File: src/rtl/ctrl_unit_mc.sv
`default_nettype none
// ============================================================================
// ctrl_unit_mc : multicycle MIPS-subset control FSM with registered outputs
// Revision     : 1.0
// ============================================================================
module ctrl_unit_mc (
   input  logic       clk,
   input  logic       reset,
   input  logic [5:0] opcode,
   input  logic [5:0] funct,
   input  logic       zero,
   output logic       PCWrite,
   output logic       IorD,
   output logic       MemWrite,
   output logic       IRWrite,
   output logic       MDRWrite,
   output logic       ABWrite,
   output logic       ALUOutWrite,
   output logic       RegWrite,
   output logic [2:0] BancoWriteReg,
   output logic [1:0] MemToReg,
   output logic       ALUSrcA,
   output logic [1:0] ALUSrcB,
   output logic [2:0] ALUOp,
   output logic [1:0] PCSource,
   output logic [4:0] state_out,
   output logic       illegal_op
);

   typedef enum logic [4:0] {
      S_RST     = 5'd0,  FETCH0   = 5'd1,  FETCH1  = 5'd2,  FETCH2  = 5'd3,
      DECODE    = 5'd4,  R_EXEC   = 5'd5,  R_WB    = 5'd6,  JR      = 5'd7,
      ADDI_EXEC = 5'd8,  ADDI_WB  = 5'd9,  MEM_ADDR = 5'd10, MEM_RD0 = 5'd11,
      MEM_RD1   = 5'd12, MEM_RD2  = 5'd13, LW_WB   = 5'd14, MEM_WR  = 5'd15,
      BEQ       = 5'd16, J        = 5'd17, JAL_LINK = 5'd18, ILLEGAL = 5'd19
   } state_t;

   state_t state;
   state_t nxt;
   logic   pc_write_st;

   always_comb begin
      nxt = FETCH0;
      case (state)
         S_RST:     nxt = FETCH0;
         FETCH0:    nxt = FETCH1;
         FETCH1:    nxt = FETCH2;
         FETCH2:    nxt = DECODE;
         DECODE: begin
            case (opcode)
               6'h00: begin
                  case (funct)
                     6'h20, 6'h22, 6'h24: nxt = R_EXEC;
                     6'h08:               nxt = JR;
                     default:             nxt = ILLEGAL;
                  endcase
               end
               6'h08:   nxt = ADDI_EXEC;
               6'h23:   nxt = MEM_RD0;
               6'h2B:   nxt = MEM_ADDR;
               6'h04:   nxt = BEQ;
               6'h02:   nxt = J;
               6'h03:   nxt = JAL_LINK;
               default: nxt = ILLEGAL;
            endcase
         end
         R_EXEC:    nxt = R_WB;
         ADDI_EXEC: nxt = ADDI_WB;
         MEM_ADDR:  nxt = MEM_WR;
         MEM_RD0:   nxt = MEM_RD1;
         MEM_RD1:   nxt = MEM_RD2;
         MEM_RD2:   nxt = LW_WB;
         JAL_LINK:  nxt = J;
         default:   nxt = FETCH0;
      endcase
   end

   // Outputs are decoded from the state being entered so they line up with it.
   always_ff @(posedge clk) begin
      pc_write_st   <= 1'b0;
      IorD          <= 1'b0;
      MemWrite      <= 1'b0;
      IRWrite       <= 1'b0;
      MDRWrite      <= 1'b0;
      ABWrite       <= 1'b0;
      ALUOutWrite   <= 1'b0;
      RegWrite      <= 1'b0;
      BancoWriteReg <= 3'd0;
      MemToReg      <= 2'd0;
      ALUSrcA       <= 1'b0;
      ALUSrcB       <= 2'd0;
      ALUOp         <= 3'b000;
      PCSource      <= 2'd0;
      illegal_op    <= 1'b0;
      if (!reset) begin
         state         <= S_RST;
         RegWrite      <= 1'b1;
         BancoWriteReg <= 3'd3;
         MemToReg      <= 2'd3;
      end else begin
         state <= nxt;
         case (nxt)
            S_RST: begin
               RegWrite      <= 1'b1;
               BancoWriteReg <= 3'd3;
               MemToReg      <= 2'd3;
            end
            FETCH2: begin
               IRWrite     <= 1'b1;
               pc_write_st <= 1'b1;
               ALUSrcB     <= 2'd1;
               ALUOp       <= 3'b001;
            end
            DECODE: begin
               ABWrite     <= 1'b1;
               ALUOutWrite <= 1'b1;
               ALUSrcB     <= 2'd3;
               ALUOp       <= 3'b001;
            end
            R_EXEC: begin
               ALUSrcA     <= 1'b1;
               ALUOutWrite <= 1'b1;
               case (funct)
                  6'h22:   ALUOp <= 3'b010;
                  6'h24:   ALUOp <= 3'b011;
                  default: ALUOp <= 3'b001;
               endcase
            end
            R_WB: begin
               RegWrite      <= 1'b1;
               BancoWriteReg <= 3'd1;
            end
            JR: begin
               pc_write_st <= 1'b1;
               PCSource    <= 2'd3;
            end
            // MEM_RD0 is the lw address cycle, keeping lw at two memory-wait cycles.
            ADDI_EXEC, MEM_ADDR, MEM_RD0: begin
               ALUSrcA     <= 1'b1;
               ALUSrcB     <= 2'd2;
               ALUOp       <= 3'b001;
               ALUOutWrite <= 1'b1;
            end
            ADDI_WB:  RegWrite <= 1'b1;
            MEM_RD1:  IorD <= 1'b1;
            MEM_RD2: begin
               IorD     <= 1'b1;
               MDRWrite <= 1'b1;
            end
            LW_WB: begin
               RegWrite <= 1'b1;
               MemToReg <= 2'd1;
            end
            MEM_WR: begin
               IorD     <= 1'b1;
               MemWrite <= 1'b1;
            end
            BEQ: begin
               ALUSrcA  <= 1'b1;
               ALUOp    <= 3'b010;
               PCSource <= 2'd1;
            end
            J: begin
               pc_write_st <= 1'b1;
               PCSource    <= 2'd2;
            end
            JAL_LINK: begin
               RegWrite      <= 1'b1;
               BancoWriteReg <= 3'd4;
               MemToReg      <= 2'd2;
            end
            ILLEGAL:  illegal_op <= 1'b1;
            default: ;
         endcase
      end
   end

   // Branch decision needs the live zero flag, so it bypasses the output register.
   assign PCWrite   = pc_write_st | ((state == BEQ) & zero);
   assign state_out = state;

endmodule
`default_nettype wire

File: config.mk
export PLATFORM = sky130hd
export DESIGN_NAME = ctrl_unit_mc
export DESIGN_NICKNAME = d
export VERILOG_FILES = /design/src/rtl/ctrl_unit_mc.sv
export SDC_FILE = /design/constraint.sdc
export NUM_CORES = 1
export LEC_CHECK = 0
export ABC_AREA = 1
export BUFFER_PORTS_ARGS = -buffer_cell sky130_fd_sc_hd__buf_2
export CAP_MARGIN = 20
export CORE_MARGIN = 4
export CORE_UTILIZATION = 45
export CTS_CLUSTER_SIZE = 14
export DETAILED_ROUTE_END_ITERATION = 10
export GPL_TIMING_DRIVEN = 0
export PLACE_DENSITY = 0.72
export SKIP_LAST_GASP = 1
export SYNTH_ARGS = -nofsm -noshare
export SYNTH_HDL_FRONTEND = slang
export SYNTH_SLANG_ARGS = --single-unit
File: constraint.sdc
create_clock -name clk -period 1.86 [get_ports clk]
set_input_delay 0.186 -clock clk [delete_from_list [all_inputs] [get_ports clk]]
set_output_delay 0.186 -clock clk [all_outputs]
set_load 0.005 [all_outputs]
## Word level (Yosys, flattened, before mapping)

Cells that the tools add are included.

| operators by class | value |
|---|---|
| multiply operators | 0 |
| order comparisons | 0 |
| add/sub/neg operators | 0 |
| muxes and demuxes | 19 |
| equality and inequality tests | 39 |
| reductions and logical operators | 10 |
| bitwise logic cells | 2 |
| shift operators | 0 |
| divide/modulo/power cells | 0 |

Operator list:

| cell | count |
|---|---|
| $eq A5 B4 Y1 const B | 13 |
| $pmux W5 S11 | 1 |
| $pmux W5 S7 | 1 |
| $eq A5 B3 Y1 const B | 6 |
| $eq A5 B5 Y1 const B | 6 |
| $eq A6 B6 Y1 const B | 5 |
| $pmux W2 S3 | 4 |
| $reduce_or A5 Y1 | 4 |
| $eq A5 B2 Y1 const B | 3 |
| $eq A6 B2 Y1 const B | 2 |
| $eq A6 B4 Y1 const B | 2 |
| $reduce_or A3 Y1 | 4 |
| $mux W1 | 10 |
| $pmux W5 S2 | 1 |
| $pmux W3 S3 | 1 |
| $eq A6 B3 Y1 const B | 1 |
| $logic_not A6 Y1 | 1 |
| $eq A5 B1 Y1 const B | 1 |
| $logic_not A5 Y1 | 1 |
| $pmux W2 S2 | 1 |
| $and A1 B1 Y1 | 1 |
| $or A1 B1 Y1 | 1 |

| word-level totals | value |
|---|---|
| bits in registers | 27 |
| ROM bits | 0 |
| input port bits | 15 |
| output and inout port bits | 27 |
| memory bits (writable) | 0 |
| memories kept | 0 |
| logic and storage cells | 86 |
| bits in latches | 0 |

## Longest topological paths before layout

| logic depth | value |
|---|---|
| depth in word-level cells | 8 |
| gate-level depth with buffers | 15 |
| gate-level depth less buffers | 15 |

## Worst setup path after synthesis

No wires, ideal clock.

| timing | value |
|---|---|
| kind | flip-flop to flip-flop |
| start | register state[2], in the netlist state_out[2] |
| end | register ALUOp[1] |
| clock period less this slack | 1498 ps |
| required time | 1751 ps |
| library setup time | 109 ps |
| slack | 362 ps |
| data arrival time | 1390 ps |
| buffers on the path | 0 |
| cell stages (with the launch flop) | 13 |
| path through | dfxtp_1 > inv_2 > nor2_4 > nand2_1 > nor2_2 > nand2_1 > and2_1 > nand2_1 > nor2_1 > nand2_2 > nand2_1 > nand2_1 > inv_1 |

| between the ends | value |
|---|---|
| longest elaborated chain between the ends | 5 |
| elaborated cells between the ends (all ways) | 21 |
| classes of those cells | eq/ne: 18; mux: 2; reduce/logical: 1 |

Ends and longest elaborated chain:

| item | RTL line | source |
|---|---|---|
| start, declared | 38 | `state_t state;` |
| start signal, assigned | 101 | `state <= nxt;` |
| $eq A5 B5 Y1, or another cell as far along | 44 | `case (state)` |
| $pmux W5 S11 (*) | 44 |  |
| $eq A5 B2 Y1, or another cell as far along | 102 | `case (nxt)` |
| $reduce_or A5 Y1 (no source line) | -- |  |
| $pmux W2 S3 (*) | 102 |  |
| end signal, assigned | 112 | `ALUOp <= 3'b001;` |
| end signal, assigned | 118 | `ALUOp <= 3'b001;` |
| end signal, assigned | 124 | `6'h22: ALUOp <= 3'b010;` |
| end, declared | 24 | `output logic [2:0] ALUOp,` |

Every way passes the cells marked *; elsewhere a longest branch is shown, timed or not.
A chain may end at the register's enable or synchronous reset.

## Worst setup path in the final report

| timing | value |
|---|---|
| start | register state[3], in the netlist state_out[3] |
| end | register ALUOp[1] |

The elaborated chain is that of the path after synthesis.

==> metrics.md <==
| Metric | Value |
|---|---|
| Detail Route Antenna Nets | 0 |
| Static leakage | 0.902 nW |
| Maximum Capacitance Violations | 0 |
| Total core area | 2730 um2 |
| Crit-path cells | inv_1 -> nand2_1 -> inv_1 -> nand3_1 -> nand3_1 -> nor2_1 -> nand2_1 -> nand2_1 -> nor2_1 -> nand2_2 -> nand2_1 -> nand2_1 -> inv_1 |
| TritonCTS clock tree | built |
| Die area | 3750 um2 |
| Final setup viols | 0 |
| RSZ-0062 raised after global routing | false |
| Yosys cell types | 26 |
| Met3 wire length | 229 um |
| Fin Setup TNS | 0 ps |
| Setup ws final | 179 ps |
| Area of the multi-input gates | 632 um2 |
| Syn Inst Count | 187 |
| Largest net degree at the start of global routing | 16 |
| Critical path type | reg -> reg |
| Row Count | 19 |
| Chip Height | 61.2 um |
| Port Buf Inserts | 39 |
| Clk buf depth | 2 |
| Iteration-0 DRC Markers | 22 |
| Die Span X | 61.2 um |
| Vias in the first global route | 1018 |
| Most common cell on crit path | nand2_1 |
| Largest cells by area after synthesis | dfxtp_1 (41%), nand2_1 (11%), nor2_1 (10%), nand3_1 (8.6%), inv_1 (7.4%) |
| Commonest cells in the netlist | nand2_1 (39), nor2_1 (35), dfxtp_1 (26), inv_1 (25), nand3_1 (22) |
| IO Pins | 42 |
| Status | completed |
| Worst setup SP type | register |
| Power Dens Cells | 1110 nW/um2 |
| # diodes | 0 |
| First-pass GRT wire length | 4.15 mm |
| Num CTS Buffers | 3 |
| Share of cells above drive strength 1 | 29.1% |
| Hold slack | 127 ps |
| CP max FO | 5 |
| Met2 wire len | 1.20 mm |
| Final nets | 246 |
| Syn_nets | 202 |
| Worst min path class | in -> reg |
| Post-synthesis sequential area ratio | 40.9% |
| HPWL Detailed | 2.12 mm |
| Overall Global Routing Usage | 14.6% |
| Clk_lat worst skew | 330 ps |
| Register area | 522 um2 |
| Top_reg_cell synth | dfxtp_1 |
| Post-synth top area share | 40.9% |
| DRC | 0 |
| Final WL | 2.64 mm |
| Peak supply drop | 0.806 mV |
| CP max-delay cell | dfxtp_1 |
| CTS sink count | 26 |
| Final Cycle Share | 90.4% |
| Critical Path End Type | register |
| Post-Synthesis Mean Instance Area | 6.81 um2 |
| Wl on met1 | 1.16 mm |
| CTS clk-pin slew, worst paths | 140 ps |
| Via density | 4.80 |
| Cell taking the most area after synthesis | dfxtp_1 |
| Final hold vios | 0 |
| Area delta synth->final | 22.6% |
| Yosys warns | 0 |
| Pre-CTS setup slack | 178 ps |
| Post-synth EDFFs | 0 |
| CP required | 2100 ps |
| Count leader, synth | nand2_1 |
| Final RePlAce weighted congestion | 0.851 |
| Antenna violations before repair | 0 |
| Routed vias | 1252 |
| CTS H-tree depth | 1 |
| FF+latch count, synth | 26 |
| Post-synthesis async set-or-reset flop share | 0% |
| Clock Skew | 4.01 ps |
| Post-Synthesis Cell Area | 1270 um2 |
| Final slew viol count | 0 |
| Fin crit period | 1680 ps |
| Initial Utilization | 46.6% |
| DR pass1 iterations | 4 |
| CP max stage delay | 420 ps |
| Critical Path AT | 1930 ps |
| Fill count | 276 |
| Fmax | 595 MHz |
| Wire per inst | 10.1 um |
| CTS Hold Buffers Added | 0 |
| Gr ovfl total | 0 |
| Max Used Layer | met4 |
| Clock tree root driver cell | clkbuf_4 |
[cell families (layout without fill, tap and decap cells)]
logic type | count (synthesis) | after routing | share of synthesized area [%]
other | 1 | 1 | 0.294
flip-flops | 26 | 26 | 40.9
AO/OA/AOI/OAI | 8 | 8 | 4.22
AND/OR/NAND/NOR | 121 | 121 | 45.1
buffers and inverters | 31 | 74 | 9.53
[through the flow]
stage                     cell area [um2]  util (%)  total power, mW  cells
after floorplan                      1270         -             1.17    187
after global placement               1510      55.1             1.35    257
after detailed placement             1510      55.1             1.36    257
after CTS                            1560      57.1             1.74    261
after global routing                 1560      57.1             1.84    261
final                                1560      57.1             1.74    261
[power breakdown]
part / total [mW] / leakage [nW] / switching, mW / internal [mW]
clock: 0.387 / 0.0279 / 0.169 / 0.218
sequential: 0.710 / 0.213 / 0.0709 / 0.640
combinational: 0.638 / 0.661 / 0.400 / 0.238
total: 1.74 / 0.902 / 0.640 / 1.10
[sequential cells by signal, indices dropped and copies added, names as in the netlist]
register and cells:
illegal_op 1, ABWrite 1, pc_write_st 1, MemWrite 1
IRWrite 1, BancoWriteReg 3, ALUOp 2, ALUOutWrite 1
RegWrite 1, IorD 1, MemToReg 2, PCSource 2
ALUSrcB 2, state_out 5, MDRWrite 1, ALUSrcA 1
[final cells by class]
cell class / instances / share of cell area, %
Sequential cell: 26 / 33.4
Buffer: 3 / 1.04
Tap cell: 31 / 2.48
Multi-Input combinational cell: 130 / 40.5
Clock inverter: 1 / 1.92
Clock buffer: 3 / 1.44
Timing Repair Buffer: 39 / 12.5
Inverter: 28 / 6.73
[critical path, delay by kind of cell (launching register included)]
family | cells | cell delay (ps)
and+or+nand+nor | 10 | 960
DFF | 1 | 420
buffers and inverters | 3 | 210
[layer usage]
layer,global-route usage (%),up-vias
li1,-,668
met1,17.0,535
met2,25.7,44
met3,3.35,5
met4,5.57,0
met5,0,-
[timing repair]
action | 4_1_cts | 5_1_grt
gates resized for setup | 0 | 1
buffers inserted | 0 | 0
setup endpoints to repair | 0 | 1
[path summary, 6_finish.rpt]
path | startpoint | end | slack, ps | cells past startpoint
min | reset | MemToReg[1]$_SDFF_PN1_ | 130 | 2
max | state_out[3]$_SDFF_PN0_ | ALUOp[1]$_SDFF_PN0_ | 180 | 13
min reg2reg | state_out[3]$_SDFF_PN0_ | MemToReg[0]$_SDFF_PN1_ | 600 | 2
max reg2reg | state_out[3]$_SDFF_PN0_ | ALUOp[1]$_SDFF_PN0_ | 180 | 13
[cells in the final DEF (no fill, tap or decap), types with 2 or more instances in the layout]
cell and instances:
a21oi_1 3, buf_2 40, clkbuf_4 3, dfxtp_1 25, inv_1 25, inv_2 3
nand2_1 39, nand2_2 5, nand3_1 22, nand3_2 3, nand3b_1 2, nand4_1 3
nor2_1 35, nor2_2 4, nor2_4 3, nor3_1 2
Note: power is estimated with default switching activity, not from simulation.
